===== config.mk =====
export PLATFORM = sky130hd
export DESIGN_NAME = ram_bridge_tx_flat
export DESIGN_NICKNAME = d
export VERILOG_FILES = /design/src/rtl/ram_bridge_tx_pkg.sv /design/src/rtl/ram_bridge_tx_if.sv /design/src/rtl/ram_bridge_tx.sv /design/src/flat_wrapper.sv
export SDC_FILE = /design/constraint.sdc
export NUM_CORES = 1
export LEC_CHECK = 0
export BUFFER_PORTS_ARGS = -buffer_cell sky130_fd_sc_hd__buf_2
export CAP_MARGIN = 15
export CELL_PAD_IN_SITES_DETAIL_PLACEMENT = 1
export CELL_PAD_IN_SITES_GLOBAL_PLACEMENT = 1
export CORE_ASPECT_RATIO = 0.8
export CORE_UTILIZATION = 36
export CTS_BUF_LIST = sky130_fd_sc_hd__clkbuf_8
export DETAILED_ROUTE_END_ITERATION = 6
export PLACE_DENSITY_LB_ADDON = 0.1
export SLEW_MARGIN = 20
export SYNTH_ARGS = -nofsm -noshare
export SYNTH_HDL_FRONTEND = slang
export SYNTH_SLANG_ARGS = --single-unit

===== constraint.sdc =====
create_clock -name clk_in -period 2.2 [get_ports clk_in]
set_input_delay 0.22 -clock clk_in [delete_from_list [all_inputs] [get_ports clk_in]]
set_output_delay 0.22 -clock clk_in [all_outputs]
set_load 0.005 [all_outputs]

===== src/rtl/ram_bridge_tx_pkg.sv =====
// Shared constants and types for the RAM bridge framer: command bytes, payload size,
// transmit state encoding and the payload byte selector.
package ram_bridge_pkg;

    localparam logic [7:0] CMD_WRITE = 8'h57;  // "W"
    localparam logic [7:0] CMD_RESET = 8'h52;  // "R"
    localparam logic [7:0] CMD_HALT  = 8'h48;  // "H"
    localparam logic [7:0] CMD_START = 8'h53;  // "S"
    localparam logic [7:0] RSP_DATA  = 8'h44;  // "D"
    localparam logic [7:0] RSP_ACK   = 8'h4B;  // "K"

    localparam int unsigned PAYLOAD_BYTES = 8;

    typedef enum logic [1:0] {
        IDLE,
        HEADER,
        PAYLOAD,
        CHECK
    } tx_state_t;

    // Payload byte k: 0..3 are addr LSB-first, 4..7 are data LSB-first.
    function automatic logic [7:0] payload_byte(input logic [31:0] addr,
                                                input logic [31:0] data,
                                                input logic [2:0]  k);
        logic [63:0] w_all;
        w_all = {data, addr};
        return w_all[{k, 3'b000} +: 8];
    endfunction

endpackage


===== src/rtl/ram_bridge_tx_if.sv =====
// Frame request and outgoing byte stream of the RAM bridge framer.
// slave: the framer itself; master: the requester / downstream UART side.
interface ram_bridge_tx_if;

    logic [7:0]  cmd_in;
    logic [31:0] addr_in;
    logic [31:0] data_in;
    logic        payload_in;
    logic        valid_in;
    logic        ready_out;
    logic [7:0]  data_out;
    logic        valid_out;
    logic        ready_in;
    logic        busy_out;

    modport slave (
        input  cmd_in, addr_in, data_in, payload_in, valid_in, ready_in,
        output ready_out, data_out, valid_out, busy_out
    );

    modport master (
        output cmd_in, addr_in, data_in, payload_in, valid_in, ready_in,
        input  ready_out, data_out, valid_out, busy_out
    );

endinterface


===== src/rtl/ram_bridge_tx.sv =====
// Host-bound framer: latches one response frame and serializes it as header,
// addr LSB-first, data LSB-first and an optional XOR checksum byte.
module ram_bridge_tx
    import ram_bridge_pkg::*;
#(
    parameter bit CHECKSUM_EN = 1'b0
) (
    input  logic           clk_in,
    input  logic           rst_in,
    ram_bridge_tx_if.slave bus
);

    localparam logic [3:0] LAST_IDX = 4'(PAYLOAD_BYTES - 1);

    tx_state_t   r_state;
    logic [7:0]  r_cmd;
    logic [31:0] r_addr;
    logic [31:0] r_data;
    logic        r_payload;
    logic [3:0]  r_idx;
    logic [7:0]  r_csum;
    logic [7:0]  r_dout;
    logic        r_vout;
    logic        r_rdy;
    logic        r_busy;

    logic        w_accept;
    logic        w_xfer;
    logic [3:0]  w_next_idx;
    logic [7:0]  w_next_byte;
    logic [7:0]  w_first_byte;

    assign w_accept     = r_rdy && bus.valid_in;
    assign w_xfer       = r_vout && bus.ready_in;
    assign w_next_idx   = r_idx + 4'd1;
    assign w_next_byte  = payload_byte(r_addr, r_data, w_next_idx[2:0]);
    assign w_first_byte = payload_byte(r_addr, r_data, 3'd0);

    assign bus.ready_out = r_rdy;
    assign bus.data_out  = r_dout;
    assign bus.valid_out = r_vout;
    assign bus.busy_out  = r_busy;

    always_ff @(posedge clk_in) begin
        if (rst_in) begin
            r_state   <= IDLE;
            r_cmd     <= '0;
            r_addr    <= '0;
            r_data    <= '0;
            r_payload <= 1'b0;
            r_idx     <= '0;
            r_csum    <= '0;
            r_dout    <= '0;
            r_vout    <= 1'b0;
            r_rdy     <= 1'b1;
            r_busy    <= 1'b0;
        end else begin
            case (r_state)
                IDLE: begin
                    if (w_accept) begin
                        r_state   <= HEADER;
                        r_cmd     <= bus.cmd_in;
                        r_addr    <= bus.addr_in;
                        r_data    <= bus.data_in;
                        r_payload <= bus.payload_in;
                        r_idx     <= '0;
                        r_csum    <= '0;
                        r_dout    <= bus.cmd_in;
                        r_vout    <= 1'b1;
                        r_rdy     <= 1'b0;
                        r_busy    <= 1'b1;
                    end
                end

                HEADER: begin
                    if (w_xfer) begin
                        if (r_payload) begin
                            r_state <= PAYLOAD;
                            r_dout  <= w_first_byte;
                        end else begin
                            r_state <= IDLE;
                            r_vout  <= 1'b0;
                            r_rdy   <= 1'b1;
                            r_busy  <= 1'b0;
                        end
                    end
                end

                PAYLOAD: begin
                    if (w_xfer) begin
                        r_csum <= r_csum ^ r_dout;
                        if (r_idx == LAST_IDX) begin
                            if (CHECKSUM_EN) begin
                                // Fold in the last payload byte directly; r_csum is one byte behind.
                                r_state <= CHECK;
                                r_dout  <= r_cmd ^ r_csum ^ r_dout;
                            end else begin
                                r_state <= IDLE;
                                r_vout  <= 1'b0;
                                r_rdy   <= 1'b1;
                                r_busy  <= 1'b0;
                            end
                        end else begin
                            r_idx  <= w_next_idx;
                            r_dout <= w_next_byte;
                        end
                    end
                end

                CHECK: begin
                    if (w_xfer) begin
                        r_state <= IDLE;
                        r_vout  <= 1'b0;
                        r_rdy   <= 1'b1;
                        r_busy  <= 1'b0;
                    end
                end

                default: begin
                    r_state <= IDLE;
                    r_vout  <= 1'b0;
                    r_rdy   <= 1'b1;
                    r_busy  <= 1'b0;
                end
            endcase
        end
    end

endmodule


===== src/flat_wrapper.sv =====
// flat-port wrapper written by rule: the top's interface ports become plain ports
module ram_bridge_tx_flat import ram_bridge_pkg::*;
#(
    parameter bit CHECKSUM_EN = 1'b0
)
  (clk_in, rst_in, bus_cmd_in, bus_addr_in, bus_data_in, bus_payload_in, bus_valid_in, bus_ready_in, bus_ready_out, bus_data_out, bus_valid_out, bus_busy_out);
  ram_bridge_tx_if bus_i ();
  input  logic clk_in;
  input  logic rst_in;
  input wire logic [$bits(bus_i.cmd_in)-1:0] bus_cmd_in;
  input wire logic [$bits(bus_i.addr_in)-1:0] bus_addr_in;
  input wire logic [$bits(bus_i.data_in)-1:0] bus_data_in;
  input wire logic [$bits(bus_i.payload_in)-1:0] bus_payload_in;
  input wire logic [$bits(bus_i.valid_in)-1:0] bus_valid_in;
  input wire logic [$bits(bus_i.ready_in)-1:0] bus_ready_in;
  output wire logic [$bits(bus_i.ready_out)-1:0] bus_ready_out;
  output wire logic [$bits(bus_i.data_out)-1:0] bus_data_out;
  output wire logic [$bits(bus_i.valid_out)-1:0] bus_valid_out;
  output wire logic [$bits(bus_i.busy_out)-1:0] bus_busy_out;
  assign bus_i.cmd_in = bus_cmd_in;
  assign bus_i.addr_in = bus_addr_in;
  assign bus_i.data_in = bus_data_in;
  assign bus_i.payload_in = bus_payload_in;
  assign bus_i.valid_in = bus_valid_in;
  assign bus_i.ready_in = bus_ready_in;
  assign bus_ready_out = bus_i.ready_out;
  assign bus_data_out = bus_i.data_out;
  assign bus_valid_out = bus_i.valid_out;
  assign bus_busy_out = bus_i.busy_out;
  ram_bridge_tx #(.CHECKSUM_EN(CHECKSUM_EN)) u_core (.clk_in(clk_in), .rst_in(rst_in), .bus(bus_i));
endmodule

==> results of run 1 <==
## through the flow
stage               setup TNS [ns]  hold slack (ns)
CTS                              0           0.0762
detailed placement          -0.826            0.448
global placement                 0            0.443
global route                     0           0.0859
floorplan                        0            0.356
finish                           0           0.0852
## layout by cell type, fill, tap and decap left out, drive strengths merged
| cell | n |
|---|---|
| nand2 | 159 |
| buf | 99 |
| dfxtp | 81 |
| a21oi | 79 |
| mux2i | 33 |
| nand3 | 28 |
| a31oi | 17 |
| or3 | 9 |
| clkbuf | 9 |
| nor2 | 8 |
| o22ai | 8 |
| inv | 6 |
| ha | 6 |
| clkinv | 3 |
| nand3b | 2 |
| o21ai | 2 |
| nor3 | 2 |
| bufinv | 2 |
| a21boi | 2 |
| and3 | 1 |
| and4b | 1 |
| or4 | 1 |
| nor4 | 1 |
| a22oi | 1 |
| xnor2 | 1 |
| xor2 | 1 |
| a2bb2oi | 1 |
| a2111oi | 1 |
| or2 | 1 |
| a221oi | 1 |
## what timing repair did
item / 4_1_cts / 5_1_grt
resized for setup: 4 / 6
pin swaps: 1 / 1
endpoints found under the setup margin: 9 / 9
## worst paths after layout
kind                       end
min          u_core.r_addr[27]
min reg2reg   u_core.r_data[1]
max            u_core.r_idx[3]
max reg2reg    u_core.r_idx[3]
## report_power, final
part / internal (mW) / leakage, nW / switching, mW
Clock: 0.621 / 0.118 / 0.534
Combinational: 0.692 / 0.994 / 1.08
Sequential: 1.79 / 0.664 / 0.234
Total: 3.11 / 1.78 / 1.85
## cells by family after synthesis
group,Yosys count,share of synthesized area [%]
multiplexers,33,8.81
AO/OA/AOI/OAI,112,17.3
buffers and inverters,42,4.51
AND/OR/NAND/NOR,213,23.7
XOR/XNOR,2,0.467
adder cells (fa/ha/maj),6,2.00
flip-flops,81,43.3
## state kept, by name, summed over array words and instances, names as in the netlist
register and flops:
u_core.bus.data_out 8, u_core.r_idx 4, u_core.r_addr 32, u_core.r_data 32, u_core.bus.busy_out 1, u_core.r_state 2, u_core.bus.ready_out 1, u_core.r_payload 1
## metal layers
layer	routed length [um]	vias to the layer above	share of wire [%]	global-route usage (%)
met5	0	-	0	0
met4	189	0	1.7	8.01
met3	649	11	5.7	4.28
met2	5120	84	45	35.0
met1	5480	1700	48	31.0
li1	-	1814	-	-
## layout make-up
class                      count  area [um2]
clock buffer                   9         124
clock inverter                 7        80.1
fill                        1261        5310
inverter                       4        15.0
multi-input combinational    366        2000
sequential                    81        1620
tap                          136         170
timing repair buffer          99         563
## worst min-delay path, cell delays in order
cell,delay (ns)
sky130_fd_sc_hd__buf_2,0.09
sky130_fd_sc_hd__nand2_1,0.05
sky130_fd_sc_hd__a21oi_1,0.05
==> metrics.txt, run 1 <==
# TYPE chip_impl_metric gauge
chip_impl_metric{name="total_leakage_power",unit="nW"} 1.78
chip_impl_info{name="setup.worst_path.start",value="u_core.r_state[0]"} 1
chip_impl_metric{name="design.portCount",unit=""} 88
chip_impl_info{name="dominant_cell_type_by_area_after_synthesis",value="sky130_fd_sc_hd__dfxtp_1"} 1
chip_impl_metric{name="final_cell_count_no_fill",unit=""} 702
chip_impl_metric{name="dpl_worst_slack",unit="ns"} -0.115
chip_impl_metric{name="drt-wirelength-per-cell",unit="um"} 16.3
chip_impl_metric{name="seq_area_frac_synth",unit="%"} 43.3
chip_impl_metric{name="period_minus_slack",unit="ns"} 2.11
chip_impl_metric{name="final.setup.worst_slack",unit="ns"} 0.0867
chip_impl_metric{name="synthesis.area_per_instance",unit="um2"} 7.67
chip_impl_metric{name="grt_first_pass_wirelength",unit="um"} 18600
chip_impl_metric{name="post_synth_instance_area",unit="um2"} 3750
chip_impl_metric{name="cts_max_level",unit=""} 3
chip_impl_metric{name="cts_max_path_buffers",unit=""} 2
chip_impl_metric{name="mappedNetlistNets",unit=""} 572
chip_impl_info{name="tritoncts_clock_tree",value="built"} 1
chip_impl_metric{name="postLayoutCoreUtil",unit="%"} 46.3
chip_impl_metric{name="insertion_delay",unit="ns"} 0.37
chip_impl_metric{name="crit_fanout",unit=""} 6
chip_impl_metric{name="finalMaxSlewViolations",unit=""} 0
chip_impl_metric{name="synth-edff-count",unit=""} 0
chip_impl_info{name="timing.critical_path.max_delay_family",value="simple AND/OR/NAND/NOR gates"} 1
chip_impl_info{name="synthMostInstantiatedCell",value="sky130_fd_sc_hd__nand2_1"} 1
chip_impl_metric{name="cts_hold_repair.buffers",unit=""} 0
chip_impl_metric{name="area_of_the_placeable_core",unit="um2"} 9890
chip_impl_metric{name="maxCapViolCount",unit=""} 0
chip_impl_metric{name="initial_utilization",unit="%"} 37.9
chip_impl_metric{name="detail-route-antenna-nets",unit=""} 0
chip_impl_metric{name="required",unit="ns"} 2.49
chip_impl_metric{name="dp.final_hpwl",unit="um"} 8320
chip_impl_metric{name="detailedRoute.firstIterationViolations",unit=""} 184
chip_impl_metric{name="yosys_register_bits",unit=""} 81
chip_impl_metric{name="via_count_of_the_first_global_routing_pass",unit=""} 3643
chip_impl_info{name="criticalPathCategory",value="flip-flop to flip-flop"} 1
chip_impl_metric{name="ff2ff_setup_slack",unit="ns"} 0.09
chip_impl_metric{name="detail_routed_via_count_per_cell",unit=""} 5.14
chip_impl_metric{name="worst-path-stages",unit=""} 6
chip_impl_metric{name="die-area",unit="um2"} 10800
chip_impl_metric{name="antenna_violations_before_repair",unit=""} 0
chip_impl_metric{name="tightest_slew",unit="ns"} 0.769
chip_impl_metric{name="syn-instance-count",unit=""} 489
chip_impl_metric{name="ffs_w_async_s_r_synth",unit="%"} 0
chip_impl_metric{name="area_growth",unit="%"} 22.1
chip_impl_metric{name="yosysUniqueCellTypes",unit=""} 32
chip_impl_metric{name="worst_setup_hold_path_clk_slew",unit="ns"} 0.08
chip_impl_info{name="timing.hold.worst.class",value="input port to flip-flop"} 1
chip_impl_info{name="crit_slowest_cell",value="sky130_fd_sc_hd__or4_4"} 1
chip_impl_metric{name="final_gp_congestion",unit=""} 0.794
chip_impl_metric{name="synth_largest_type_area_fraction",unit="%"} 43.3
chip_impl_metric{name="maxClockFrequency",unit="MHz"} 473
chip_impl_metric{name="worst-r2r-cell-count",unit=""} 6
chip_impl_metric{name="buffer_count_from_post_cts_setup_fixing",unit=""} 0
chip_impl_metric{name="global_route.usage.total",unit="%"} 22.5
chip_impl_metric{name="die_span_in_x",unit="um"} 116
chip_impl_metric{name="post_dp_cell_area",unit="um2"} 4330
chip_impl_metric{name="critical_path.n_buffers_inverters",unit=""} 1
chip_impl_info{name="reg2reg_from",value="u_core.r_state[0]"} 1
chip_impl_metric{name="num_vias",unit=""} 3609
chip_impl_metric{name="stdcell_area",unit="um2"} 4580
chip_impl_metric{name="place_inst",unit=""} 686
chip_impl_metric{name="timing.max_slew.rel_slack",unit="%"} 48.5
chip_impl_info{name="run_status",value="finished, final reports clean"} 1
chip_impl_metric{name="drtPass1Iterations",unit=""} 4
chip_impl_metric{name="port_bufs",unit=""} 87
chip_impl_metric{name="clkSinkCount",unit=""} 81
chip_impl_metric{name="fin_crit_sh",unit="%"} 96.1
chip_impl_metric{name="finalSetupViolCount",unit=""} 0
chip_impl_metric{name="die_height",unit="um"} 93.3
chip_impl_info{name="commonest_cells_post_synth",value="sky130_fd_sc_hd__nand2_1 (159), sky130_fd_sc_hd__dfxtp_1 (81), sky130_fd_sc_hd__a21oi_1 (79), sky130_fd_sc_hd__mux2i_1 (33), sky130_fd_sc_hd__nand3_1 (28)"} 1
chip_impl_metric{name="power_density",unit="nW/um2"} 1080
chip_impl_metric{name="hold_viol_final",unit=""} 0
chip_impl_metric{name="final_layout_size_suffix_gt1_share",unit="%"} 22.3
chip_impl_info{name="cts.root.buffer_cell",value="sky130_fd_sc_hd__clkbuf_8"} 1
chip_impl_metric{name="largest_net_degree_at_the_start_of_global_routing",unit=""} 82
chip_impl_info{name="synth_ff_type",value="sky130_fd_sc_hd__dfxtp_1"} 1
chip_impl_metric{name="placementRows",unit=""} 32
chip_impl_info{name="rsz0062_at_grt",value="no"} 1
chip_impl_metric{name="drt_wl_total",unit="um"} 11400
chip_impl_info{name="timing.hold.worst.start",value="bus_addr_in[27]"} 1
chip_impl_metric{name="grt-ovfl-total",unit=""} 0
chip_impl_info{name="setup.worst_path.end_class",value="flip-flop"} 1
chip_impl_info{name="worst_path_cell_chain",value="inv_2 -> ha_4 -> and4b_1 -> or4_4 -> or3_1 -> a221oi_2"} 1
chip_impl_metric{name="drt_drc_violations_left",unit=""} 0
chip_impl_info{name="synth.top_cells.by_area",value="sky130_fd_sc_hd__dfxtp_1 (43%), sky130_fd_sc_hd__nand2_1 (16%), sky130_fd_sc_hd__a21oi_1 (11%), sky130_fd_sc_hd__mux2i_1 (8.8%), sky130_fd_sc_hd__nand3_1 (3.7%)"} 1
chip_impl_metric{name="final_nets",unit=""} 644
chip_impl_metric{name="diodes",unit=""} 0
chip_impl_metric{name="power.total",unit="mW"} 4.95
chip_impl_metric{name="tritoncts.num_buffers",unit=""} 9
chip_impl_metric{name="timing.critical_path.slowest_cell_delay",unit="ns"} 0.59
chip_impl_metric{name="critPathArrivalTime",unit="ns"} 2.40
chip_impl_metric{name="finClkSkew",unit="ns"} 0.00482
chip_impl_metric{name="synth-warning-count",unit=""} 0
chip_impl_info{name="setup.worst_path.start_class",value="flip-flop"} 1
chip_impl_metric{name="worst_ir_drop_vdd",unit="uV"} 469
chip_impl_metric{name="min_path_cells",unit=""} 3
Power figures use the tool's default switching activity.
==> run 2, diff against run 1 <==
- CORE_UTILIZATION: 36 -> 40
- REMOVE_ABC_BUFFERS: unset -> 1
- TNS_END_PERCENT: unset -> 30
- clock period: 2.2 -> 2.17 ns (I/O delays scaled with it)
==> run 2 against run 1 <==
Compared with the run above: fmax up 1.1%; clock-buffer cell count up 1; non-clock buffer count up 3; critical path depth unchanged; combinational power about the same; critical path type unchanged; largest cell class unchanged.
==> metrics.txt, run 2 (same netlist as run 1, synthesis figures left out) <==
# TYPE chip_impl_metric gauge
chip_impl_metric{name="required",unit="ns"} 2.44
chip_impl_info{name="tritoncts_clock_tree",value="built"} 1
chip_impl_info{name="cts.root.buffer_cell",value="sky130_fd_sc_hd__clkbuf_8"} 1
chip_impl_metric{name="crit_fanout",unit=""} 5
chip_impl_info{name="final_cell_mix",value="sky130_fd_sc_hd__nand2_1 (159), sky130_fd_sc_hd__buf_2 (87), sky130_fd_sc_hd__dfxtp_1 (79)"} 1
chip_impl_metric{name="worst_setup_hold_path_clk_slew",unit="ns"} 0.08
chip_impl_metric{name="initial_utilization",unit="%"} 41.3
chip_impl_info{name="most_common_cell_after_layout_fill_and_taps_aside",value="sky130_fd_sc_hd__nand2_1"} 1
chip_impl_metric{name="clkSinkCount",unit=""} 81
chip_impl_metric{name="largest_net_degree_at_the_start_of_global_routing",unit=""} 82
chip_impl_metric{name="worst-path-stages",unit=""} 6
chip_impl_metric{name="cts_max_level",unit=""} 3
chip_impl_metric{name="tightest_slew",unit="ns"} 0.905
chip_impl_metric{name="port_bufs",unit=""} 87
chip_impl_metric{name="via_count_of_the_first_global_routing_pass",unit=""} 3508
chip_impl_info{name="run_status",value="finished, final reports clean"} 1
chip_impl_metric{name="finClkSkew",unit="ns"} 0.0103
chip_impl_metric{name="diodes",unit=""} 0
chip_impl_metric{name="grt_first_pass_wirelength",unit="um"} 16900
chip_impl_metric{name="final_gp_congestion",unit=""} 0.778
chip_impl_metric{name="fin_crit_sh",unit="%"} 96.4
chip_impl_info{name="rsz0062_at_grt",value="no"} 1
chip_impl_metric{name="placementRows",unit=""} 31
chip_impl_metric{name="insertion_delay",unit="ns"} 0.36
chip_impl_metric{name="grt-ovfl-total",unit=""} 0
chip_impl_metric{name="power.total",unit="mW"} 4.75
chip_impl_metric{name="detailedRoute.firstIterationViolations",unit=""} 139
chip_impl_metric{name="timing.max_slew.rel_slack",unit="%"} 39.4
chip_impl_metric{name="hold_viol_final",unit=""} 0
chip_impl_metric{name="design.portCount",unit=""} 88
chip_impl_metric{name="detail-route-antenna-nets",unit=""} 0
chip_impl_metric{name="drt-wirelength-per-cell",unit="um"} 15.4
chip_impl_metric{name="finalSetupViolCount",unit=""} 0
chip_impl_metric{name="drt_drc_violations_left",unit=""} 0
chip_impl_metric{name="dpl_worst_slack",unit="ns"} -0.0356
chip_impl_info{name="crit_slowest_cell",value="sky130_fd_sc_hd__or4_4"} 1
chip_impl_metric{name="tritoncts.num_buffers",unit=""} 9
chip_impl_metric{name="critical_path.n_buffers_inverters",unit=""} 1
chip_impl_info{name="setup.worst_path.start_class",value="flip-flop"} 1
chip_impl_metric{name="critPathArrivalTime",unit="ns"} 2.36
chip_impl_info{name="timing.critical_path.max_delay_family",value="simple AND/OR/NAND/NOR gates"} 1
chip_impl_metric{name="die_height",unit="um"} 88.6
chip_impl_metric{name="drtPass1Iterations",unit=""} 4
chip_impl_metric{name="worst_ir_drop_vdd",unit="uV"} 503
chip_impl_metric{name="drt_wl_total",unit="um"} 10500
chip_impl_metric{name="area_of_the_placeable_core",unit="um2"} 9080
chip_impl_info{name="setup.worst_path.end_class",value="flip-flop"} 1
chip_impl_metric{name="global_route.usage.total",unit="%"} 22.7
chip_impl_metric{name="min_path_cells",unit=""} 3
chip_impl_metric{name="post_dp_cell_area",unit="um2"} 4340
chip_impl_metric{name="final.setup.worst_slack",unit="ns"} 0.0791
chip_impl_metric{name="timing.critical_path.slowest_cell_delay",unit="ns"} 0.55
chip_impl_metric{name="period_minus_slack",unit="ns"} 2.09
chip_impl_metric{name="area_growth",unit="%"} 20.9
chip_impl_metric{name="antenna_violations_before_repair",unit=""} 0
chip_impl_metric{name="num_vias",unit=""} 3604
chip_impl_metric{name="power_density",unit="nW/um2"} 1050
chip_impl_metric{name="buffer_count_from_post_cts_setup_fixing",unit=""} 0
chip_impl_metric{name="final_nets",unit=""} 647
chip_impl_info{name="criticalPathCategory",value="flip-flop to flip-flop"} 1
chip_impl_metric{name="maxClockFrequency",unit="MHz"} 478
chip_impl_metric{name="stdcell_area",unit="um2"} 4530
chip_impl_metric{name="die_span_in_x",unit="um"} 110
chip_impl_metric{name="maxCapViolCount",unit=""} 0
chip_impl_metric{name="worst-r2r-cell-count",unit=""} 6
chip_impl_metric{name="cts_max_path_buffers",unit=""} 2
chip_impl_info{name="timing.hold.worst.class",value="input port to flip-flop"} 1
chip_impl_metric{name="finalMaxSlewViolations",unit=""} 0
chip_impl_metric{name="dp.final_hpwl",unit="um"} 7050
chip_impl_metric{name="total_leakage_power",unit="nW"} 1.77
chip_impl_metric{name="detail_routed_via_count_per_cell",unit=""} 5.27
chip_impl_metric{name="final_layout_size_suffix_gt1_share",unit="%"} 22.7
chip_impl_info{name="worst_path_cell_chain",value="inv_1 -> ha_2 -> a21boi_1 -> or4_4 -> or3_1 -> a221oi_2"} 1
chip_impl_metric{name="die-area",unit="um2"} 9760
run 2: metal layers:
| layer | GRT usage [%] | up-vias | part of all wire (%) |
|---|---|---|---|
| met5 | 0 | - | 0 |
| met4 | 6.34 | 0 | 1.2 |
| met3 | 5.23 | 13 | 5.2 |
| met2 | 38.5 | 84 | 48 |
| met1 | 29.0 | 1692 | 46 |
| li1 | - | 1815 | - |
run 2: final cells by class:
class,count,area [um2]
repair buffers,102,586
fillers,1183,4540
well taps,115,144
clock inverters,6,28.8
multi-input cells,366,2000
inverters,4,15.0
clock buffers,10,138
flip-flops and latches,81,1620
run 2: final timing paths:
check             slack (ns)              start           endpoint
setup reg to reg        0.08  u_core.r_state[1]    u_core.r_idx[3]
hold reg to reg         0.46  u_core.r_addr[23]  u_core.r_addr[23]
setup / recovery        0.08  u_core.r_state[1]    u_core.r_idx[3]
hold / removal          0.08    bus_addr_in[28]  u_core.r_addr[28]
run 2: report_power, final:
part           internal, mW  switching (mW)  total (mW)
Combinational         0.686            1.08        1.77
Sequential             1.82           0.209        2.03
Clock                 0.431           0.529       0.960
run 2: worst register-to-register path: stages, from the launching register on:
cell and delay [ns]:
sky130_fd_sc_hd__dfxtp_2 0.36, sky130_fd_sc_hd__inv_1 0.10, sky130_fd_sc_hd__ha_2 0.22, sky130_fd_sc_hd__a21boi_1 0.15, sky130_fd_sc_hd__or4_4 0.55, sky130_fd_sc_hd__or3_1 0.38
sky130_fd_sc_hd__a221oi_2 0.24
run 2: per-stage QoR:
| stage | utilization, % | hold slack [ns] | TNS [ns] | std cells |
|---|---|---|---|---|
| after detailed placement | 47.8 | 0.451 | -0.0356 | 668 |
| after floorplan | - | 0.283 | -5.09 | 451 |
| after global routing | 49.9 | 0.0795 | 0 | 684 |
| final | 49.9 | 0.0821 | 0 | 684 |
| after global placement | 47.8 | 0.442 | 0 | 668 |
| after CTS | 49.7 | 0.0757 | -0.00578 | 684 |
run 2: what timing repair did:
action	CTS	global route
hold buffers	0	0
gates cloned	0	0
endpoints found under the setup margin	3	8
pin swaps	0	0
gates resized for setup	2	6
